[src/rtl/branch_resolve_unit.sv]
// rtl/branch_resolve_unit.sv - resolves fetch-time BTB predictions against execute outcomes
// Define BRU_STATS_EN to build the saturating branch/hit/correct counters.
module branch_resolve_unit #(
    parameter int DEPTH          = 4,
    parameter int RECOVER_CYCLES = 1
) (
    input  logic        clk,
    input  logic        reset,
    input  logic        fetch_valid,
    input  logic [31:0] fetch_pc,
    input  logic        fetch_btb_hit,
    input  logic [31:0] fetch_predicted_pc,
    output logic        fetch_ready,
    input  logic        ex_valid,
    input  logic        ex_is_branch,
    input  logic        ex_taken,
    input  logic [31:0] ex_target,
    output logic        branch_taken_execute,
    output logic [31:0] pc_execute,
    output logic [31:0] target_pc_execute,
    output logic        btb_update,
    output logic        btb_invalidate,
    output logic        flush,
    output logic [31:0] redirect_pc,
    output logic        underflow_err,
    output logic [31:0] stat_branches,
    output logic [31:0] stat_hits,
    output logic [31:0] stat_correct
);
    localparam int AW = $clog2(DEPTH);
    localparam logic [AW:0]   L_DEPTH = (AW+1)'(DEPTH);
    localparam logic [AW:0]   L_ONE   = (AW+1)'(1);
    localparam logic [AW-1:0] L_PINC  = AW'(1);

    typedef enum logic {S_RUN, S_RECOVER} state_t;

    state_t        r_state, w_state_next;
    logic [31:0]   r_rcnt, w_rcnt_next;
    logic [31:0]   r_q_pc   [DEPTH];
    logic [31:0]   r_q_pred [DEPTH];
    logic          r_q_hit  [DEPTH];
    logic [AW-1:0] r_wr_ptr, r_rd_ptr;
    logic [AW:0]   r_count;

    logic        r_bu, r_inv, r_flush, r_taken, r_uf;
    logic [31:0] r_pc_ex, r_tgt, r_redir;

    logic        w_ready, w_push, w_pop, w_mispredict;
    logic [31:0] w_head_pc, w_pn, w_an;

    assign w_push       = fetch_valid && w_ready;
    assign w_pop        = ex_valid && (r_count != '0) && (r_state == S_RUN);
    assign w_head_pc    = r_q_pc[r_rd_ptr];
    assign w_pn         = r_q_hit[r_rd_ptr] ? r_q_pred[r_rd_ptr] : w_head_pc + 32'd4;
    assign w_an         = (ex_is_branch && ex_taken) ? ex_target : w_head_pc + 32'd4;
    assign w_mispredict = (w_pn != w_an);

    always_comb begin
        w_state_next = r_state;
        w_rcnt_next  = r_rcnt;
        w_ready      = 1'b0;
        case (r_state)
            S_RUN: begin
                w_ready = (r_count < L_DEPTH);
                if (w_pop && w_mispredict && (RECOVER_CYCLES > 0)) begin
                    w_state_next = S_RECOVER;
                    w_rcnt_next  = 32'(RECOVER_CYCLES);
                end
            end
            S_RECOVER: begin
                w_rcnt_next = r_rcnt - 32'd1;
                if (r_rcnt <= 32'd1) w_state_next = S_RUN;
            end
        endcase
    end

    // Entry storage needs no reset: pointers and count define validity.
    always_ff @(posedge clk) begin
        if (w_push) begin
            r_q_pc[r_wr_ptr]   <= fetch_pc;
            r_q_hit[r_wr_ptr]  <= fetch_btb_hit;
            r_q_pred[r_wr_ptr] <= fetch_predicted_pc;
        end
    end

    always_ff @(posedge clk) begin
        if (reset) begin
            r_state  <= S_RUN;
            r_rcnt   <= '0;
            r_wr_ptr <= '0;
            r_rd_ptr <= '0;
            r_count  <= '0;
            r_bu     <= 1'b0;
            r_inv    <= 1'b0;
            r_flush  <= 1'b0;
            r_taken  <= 1'b0;
            r_uf     <= 1'b0;
            r_pc_ex  <= '0;
            r_tgt    <= '0;
            r_redir  <= '0;
        end else begin
            r_state <= w_state_next;
            r_rcnt  <= w_rcnt_next;
            r_bu    <= 1'b0;
            r_inv   <= 1'b0;
            r_flush <= 1'b0;
            if (w_pop && w_mispredict) begin
                // Everything younger than the mispredicted entry is wrong-path.
                r_wr_ptr <= '0;
                r_rd_ptr <= '0;
                r_count  <= '0;
            end else begin
                if (w_push) r_wr_ptr <= r_wr_ptr + L_PINC;
                if (w_pop)  r_rd_ptr <= r_rd_ptr + L_PINC;
                case ({w_push, w_pop})
                    2'b10:   r_count <= r_count + L_ONE;
                    2'b01:   r_count <= r_count - L_ONE;
                    default: r_count <= r_count;
                endcase
            end
            if (w_pop) begin
                if (ex_is_branch) begin
                    r_bu    <= 1'b1;
                    r_pc_ex <= w_head_pc;
                    r_taken <= ex_taken;
                    r_tgt   <= w_an;
                end else if (r_q_hit[r_rd_ptr]) begin
                    r_inv   <= 1'b1;
                    r_pc_ex <= w_head_pc;
                end
                if (w_mispredict) begin
                    r_flush <= 1'b1;
                    r_redir <= w_an;
                end
            end
            if (ex_valid && (r_count == '0) && (r_state == S_RUN)) r_uf <= 1'b1;
        end
    end

    assign fetch_ready          = w_ready;
    assign btb_update           = r_bu;
    assign btb_invalidate       = r_inv;
    assign flush                = r_flush;
    assign branch_taken_execute = r_taken;
    assign pc_execute           = r_pc_ex;
    assign target_pc_execute    = r_tgt;
    assign redirect_pc          = r_redir;
    assign underflow_err        = r_uf;

`ifdef BRU_STATS_EN
    logic [31:0] r_stat_b, r_stat_h, r_stat_c;

    always_ff @(posedge clk) begin
        if (reset) begin
            r_stat_b <= '0;
            r_stat_h <= '0;
            r_stat_c <= '0;
        end else if (w_pop && ex_is_branch) begin
            if (r_stat_b != 32'hFFFFFFFF) r_stat_b <= r_stat_b + 32'd1;
            if (r_q_hit[r_rd_ptr] && (r_stat_h != 32'hFFFFFFFF)) r_stat_h <= r_stat_h + 32'd1;
            if (r_q_hit[r_rd_ptr] && !w_mispredict && (r_stat_c != 32'hFFFFFFFF))
                r_stat_c <= r_stat_c + 32'd1;
        end
    end

    assign stat_branches = r_stat_b;
    assign stat_hits     = r_stat_h;
    assign stat_correct  = r_stat_c;
`else
    assign stat_branches = '0;
    assign stat_hits     = '0;
    assign stat_correct  = '0;
`endif
endmodule

[config.mk]
export PLATFORM = sky130hd
export DESIGN_NAME = branch_resolve_unit
export DESIGN_NICKNAME = d
export VERILOG_FILES = /design/src/rtl/branch_resolve_unit.sv
export SDC_FILE = /design/constraint.sdc
export NUM_CORES = 1
export LEC_CHECK = 0
export ABC_AREA = 0
export CAP_MARGIN = 20
export CELL_PAD_IN_SITES_DETAIL_PLACEMENT = 0
export CELL_PAD_IN_SITES_GLOBAL_PLACEMENT = 1
export CORE_MARGIN = 2
export CORE_UTILIZATION = 47
export DETAILED_ROUTE_END_ITERATION = 16
export PLACE_DENSITY_LB_ADDON = 0.12
export SLEW_MARGIN = 10
export SYNTH_ARGS = -nofsm -noshare
export SYNTH_HDL_FRONTEND = slang
export SYNTH_SLANG_ARGS = --single-unit
[constraint.sdc]
create_clock -name clk -period 10.1 [get_ports clk]
set_input_delay 1.01 -clock clk [delete_from_list [all_inputs] [get_ports clk]]
set_output_delay 1.01 -clock clk [all_outputs]
set_load 0.02 [all_outputs]
=== Word level (Yosys, flattened, before mapping) ===
Memory sizes are Yosys's and may differ from the RTL's. A register that Yosys moved wholly into a read port is not among the register bits.
Cells that the tools add are included.

* Output and inout bits: 198
* Register bits after elaboration: 141
* Memories: 3
* Logic and storage cells: 69
* Input port bits: 103
* Bits in writable memories: 260

* $add $sub $neg: 6
* $lt $le $gt $ge: 2
* Bitwise gates (word level): 2
* Equality and inequality tests: 4
* Mux-type cells: 22
* Reductions and logical operators: 17

{| class="wikitable"
|+ Memory list
! memory !! words !! bits a word !! read ports !! clocked after memory_dff !! wr ports !! RTL line !! source
|-
| r_q_pc || 4 || 32 || 1 || 1 || 1 || 39 || <nowiki>logic [31:0] r_q_pc [DEPTH];</nowiki>
|-
| r_q_pred || 4 || 32 || 1 || 1 || 1 || 40 || <nowiki>logic [31:0] r_q_pred [DEPTH];</nowiki>
|-
| r_q_hit || 4 || 1 || 1 || 1 || 1 || 41 || <nowiki>logic r_q_hit [DEPTH];</nowiki>
|}

{| class="wikitable"
|+ Operators with widths
! cell !! number
|-
| 2-to-1 mux 32 bit || 5
|-
| one-hot mux 32 bit (2 select lines) || 1
|-
| adder 32 x 3 -> 32 bit (second input constant) || 1
|-
| <= comparator 32 x 1 -> 1 bit (second input constant) || 1
|-
| != test 32 bit || 1
|-
| subtractor 32 x 1 -> 32 bit (second input constant) || 1
|-
| 2-to-1 mux 2 bit || 6
|-
| 2-to-1 mux 1 bit || 8
|-
| logical AND 1 bit || 7
|-
| one-hot mux 3 bit (2 select lines) || 1
|-
| AND reduction 2 bit || 3
|-
| adder 2 x 1 -> 2 bit (second input constant) || 2
|-
| nonzero test 2 bit || 2
|-
| OR reduction 2 bit || 2
|-
| adder 3 x 1 -> 3 bit (second input constant) || 1
|-
| zero test 3 bit || 1
|-
| < comparator 3 bit (second input constant) || 1
|-
| nonzero test 3 bit || 1
|-
| OR reduction 3 bit || 1
|-
| subtractor 3 x 1 -> 3 bit (second input constant) || 1
|-
| equality test 2 x 1 -> 1 bit (second input constant) || 1
|-
| equality test 2 bit (second input constant) || 1
|-
| != test 2 x 1 -> 1 bit (second input constant) || 1
|-
| inverter 1 bit || 2
|-
| one-hot mux 1 bit (2 select lines) || 1
|}

=== Longest topological paths before layout ===
* Depth after elaboration: 6
* Depth in mapped cells: 19
* Gate-level depth less buffers: 13

=== Worst setup path before layout ===
Ideal clock, no wire load.

* Path kind: flip-flop to flip-flop
* Start point: register (tool-made name)
* End point: register (tool-made name)
* Period minus slack after synthesis: 3895 ps
* Setup slack: 6205 ps
* Data required time: 10018 ps
* Cell stages (with the launch flop): 19
* Data arrival time: 3813 ps
* Buffers on the path: 5
* Setup time: 82 ps
* Cell sequence: dfxtp_1 > buf_6 > buf_12 > mux4_2 > ha_1 > nand2_1 > o22ai_2 > nand3_2 > buf_4 > nor2_1 > mux2_2 > a2111oi_0 > nand4b_1 > nor4_2 > and4bb_4 > buf_6 > buf_6 > nand4b_1 > a31oi_1

==> impl_results.md <==
* Run status: complete, no violations
* CTS buffer count at 43
* Synth Area per Inst at 12.1 um2
* Largest net degree at the start of global routing at 75
* Root buffer cell: clkbuf_16
* CTS tree: done
* Synth Register Bits at 403
* CTS clk-pin slew, worst paths at 0.06 ns
* Clock sink count at 403
* Core area at 39900 um2
* Power per cell area at 247 nW/um2
* Clk buf depth at 3
* TritonRoute pass-1 iters at 5
* Clk_lat worst skew at 0.58 ns
* Multi-input gate area at 7460 um2
* Initial antenna violation count at 0
* Synth-to-Final Area Change at 17.2%
* Count of final setup violators at 0
* Vias at 12.9k
* Full die area at 42200 um2
* Port bufs at 204
* Fillers at 3373
* Count of different cell masters after synthesis at 93
* Resize count post-CTS at 0
* Routed wire length at 52.9 mm
* Least-Margin Pin Slew at 0.965 ns
* Critical path peak fanout at 27
* DRC viols at 0
* Setup CP Type: reg2reg
* Tot Pwr at 5.51 mW
* Max rail drop VDD at 166 uV
* EDFF count, synth at 260
* Slack of the critical path at 4.04 ns
* Post-synth top flop: edfxtp_1
* Pleak at 7.42 nW
* # hold bufs at CTS at 0
* Synth cell count leaders: edfxtp_1 (260), nand2_1 (167), dfxtp_1 (143)
* Drt wl/cell at 23.0 um
* First-pass GRT wire length at 78.4 mm
* Final net count at 1855
* GRT Overall Usage at 25.1%
* GPL Wtd Cong at 0.918
* DP Area at 21000 um2
* Vias in the first global route at 12.5k
* Post-synth top area cell: edfxtp_1
* Syn Std Cell Area at 19100 um2
* DIE HEIGHT at 205 um
* Core Util, Final at 56.0%
* Crit path required time at 10.58 ns
* Setup TNS at 0 ns
* Routed Antenna Nets at 0
* Crit path DAT at 6.55 ns
* Final Slew Violations at 0
* Fin crit period at 6.06 ns
* Total of max-cap violations at 0
* Post-route cell area at 22300 um2
* CP Launch Type: flop
* Initial Util at 47.8%
* Final hold viol count at 0
* # IOs at 301
* Ys async rst share at 0%
* RSZ-0062 raised after global routing: false
* Slew margin rel. at 35.7%
* Worst reg2reg setup slack at 4.04 ns
* DR vias/cell at 5.61
* Period utilisation layout at 60.0%
* FF/Latch Area at 10700 um2
* Worst Setup End Kind: flop
* Fin Hold WS at 0.446 ns
* Final Non-Filler Cells at 2301
* Htree depth at 2
* Inst Count DP at 2223
* Post CTS Setup Buffer Count at 0
* Post-synthesis cell count at 1579
* Yosys top cell area share at 41.0%
* Pre-CTS setup slack at 4.10 ns
* Warnings, synthesis at 0
* Hold Path Class: reg2reg
* Detail Placement HPWL at 37.5 mm
* Fmax at 165 MHz
* Die X-Extent at 205 um
* Final setup skew at 0.0324 ns
* Leading cell type by number of instances after synthesis: edfxtp_1
* Share of cells above drive strength 1 at 11.5%
* Synth area leaders: edfxtp_1 (41%), dfxtp_1 (15%), mux4_2 (7.6%)
* Number of DRC markers in iteration 0 at 995
* # rows at 73
* Register area share after synthesis at 56.0%
* Total congestion overflow at 0
==> cell usage in the layout (no fill, tap or decap), types with 17 or more instances in the layout <==
master           count
xnor2_1             62
inv_1               17
nor3_1              29
nand3_1             30
a21oi_1            105
clkbuf_16           44
dfxtp_1            141
nor4_1              22
nand4_1             27
nor2_1              89
xor2_1              30
or4_1               25
clkdlybuf4s50_1    203
nand2_1            166
nor3_2              18
o21ai_1             19
edfxtp_1           260
conb_1              96
mux4_2              64
o21ai_0             45
==> final timing paths <==
check                                             startpoint                      endpoint  cells past startpoint
worst max-delay path                                    flop        r_rcnt[3]$_SDFFE_PP0P_                     12
worst max register to register                          flop        r_rcnt[3]$_SDFFE_PP0P_                     12
worst min-delay path            redirect_pc[17]$_SDFFE_PP0P_  redirect_pc[17]$_SDFFE_PP0P_                      2
worst min register to register  redirect_pc[17]$_SDFFE_PP0P_  redirect_pc[17]$_SDFFE_PP0P_                      2
==> flip-flops by register name (all words and copies together), names as in the netlist, named ones only <==
| name | flops |
|---|---|
| r_count | 3 |
| target_pc_execute | 32 |
| r_rcnt | 32 |
| btb_update | 1 |
| redirect_pc | 32 |
| r_q_pc | 128 |
| r_state | 1 |
| underflow_err | 1 |
| pc_execute | 32 |
| r_q_pred | 128 |
| r_rd_ptr | 2 |
| r_q_hit | 4 |
| btb_invalidate | 1 |
| flush | 1 |
| r_wr_ptr | 2 |
| branch_taken_execute | 1 |
==> routing by layer <==
metal	global-route usage, %	part of all wire (%)
met1	34.3	44
met2	41.2	47
met3	4.67	6.5
met4	7.01	2.2
met5	0	0
==> critical path, stage by stage (launching register included) <==
cell	delay, ns
dfxtp_4	0.62
buf_4	0.55
mux4_2	0.51
and4_1	0.53
nand3_1	0.47
or4_1	0.62
and2_1	0.20
xnor2_1	0.17
a2111oi_0	0.45
a31oi_1	0.20
nand4bb_1	0.82
o221a_2	0.59
nor3_1	0.17
==> cell type report <==
class | instances | share of cell area [%]
diodes | 1 | 0.0112
repair buffers | 219 | 9.63
flip-flops and latches | 403 | 47.8
well taps | 525 | 2.94
clock inverters | 22 | 0.672
inverters | 18 | 0.302
multi-input cells | 1058 | 33.4
clock buffers | 55 | 5.27
==> power breakdown <==
group,internal [mW],leakage [nW],total (mW),switching (mW)
combinational,0.668,3.23,1.80,1.14
sequential,2.08,3.54,2.22,0.146
clock,0.849,0.653,1.49,0.640
==> logic make-up after synthesis <==
family | after synthesis | synth area share (%)
mux | 83 | 8.58
compound gates | 254 | 8.07
other cells | 1 | 0.0197
simple gates | 516 | 14.6
flops | 403 | 56.0
fa+ha+maj | 9 | 0.630
xor+xnor | 100 | 5.19
buf+inv | 213 | 6.89
(Power assumes the default switching activity.)
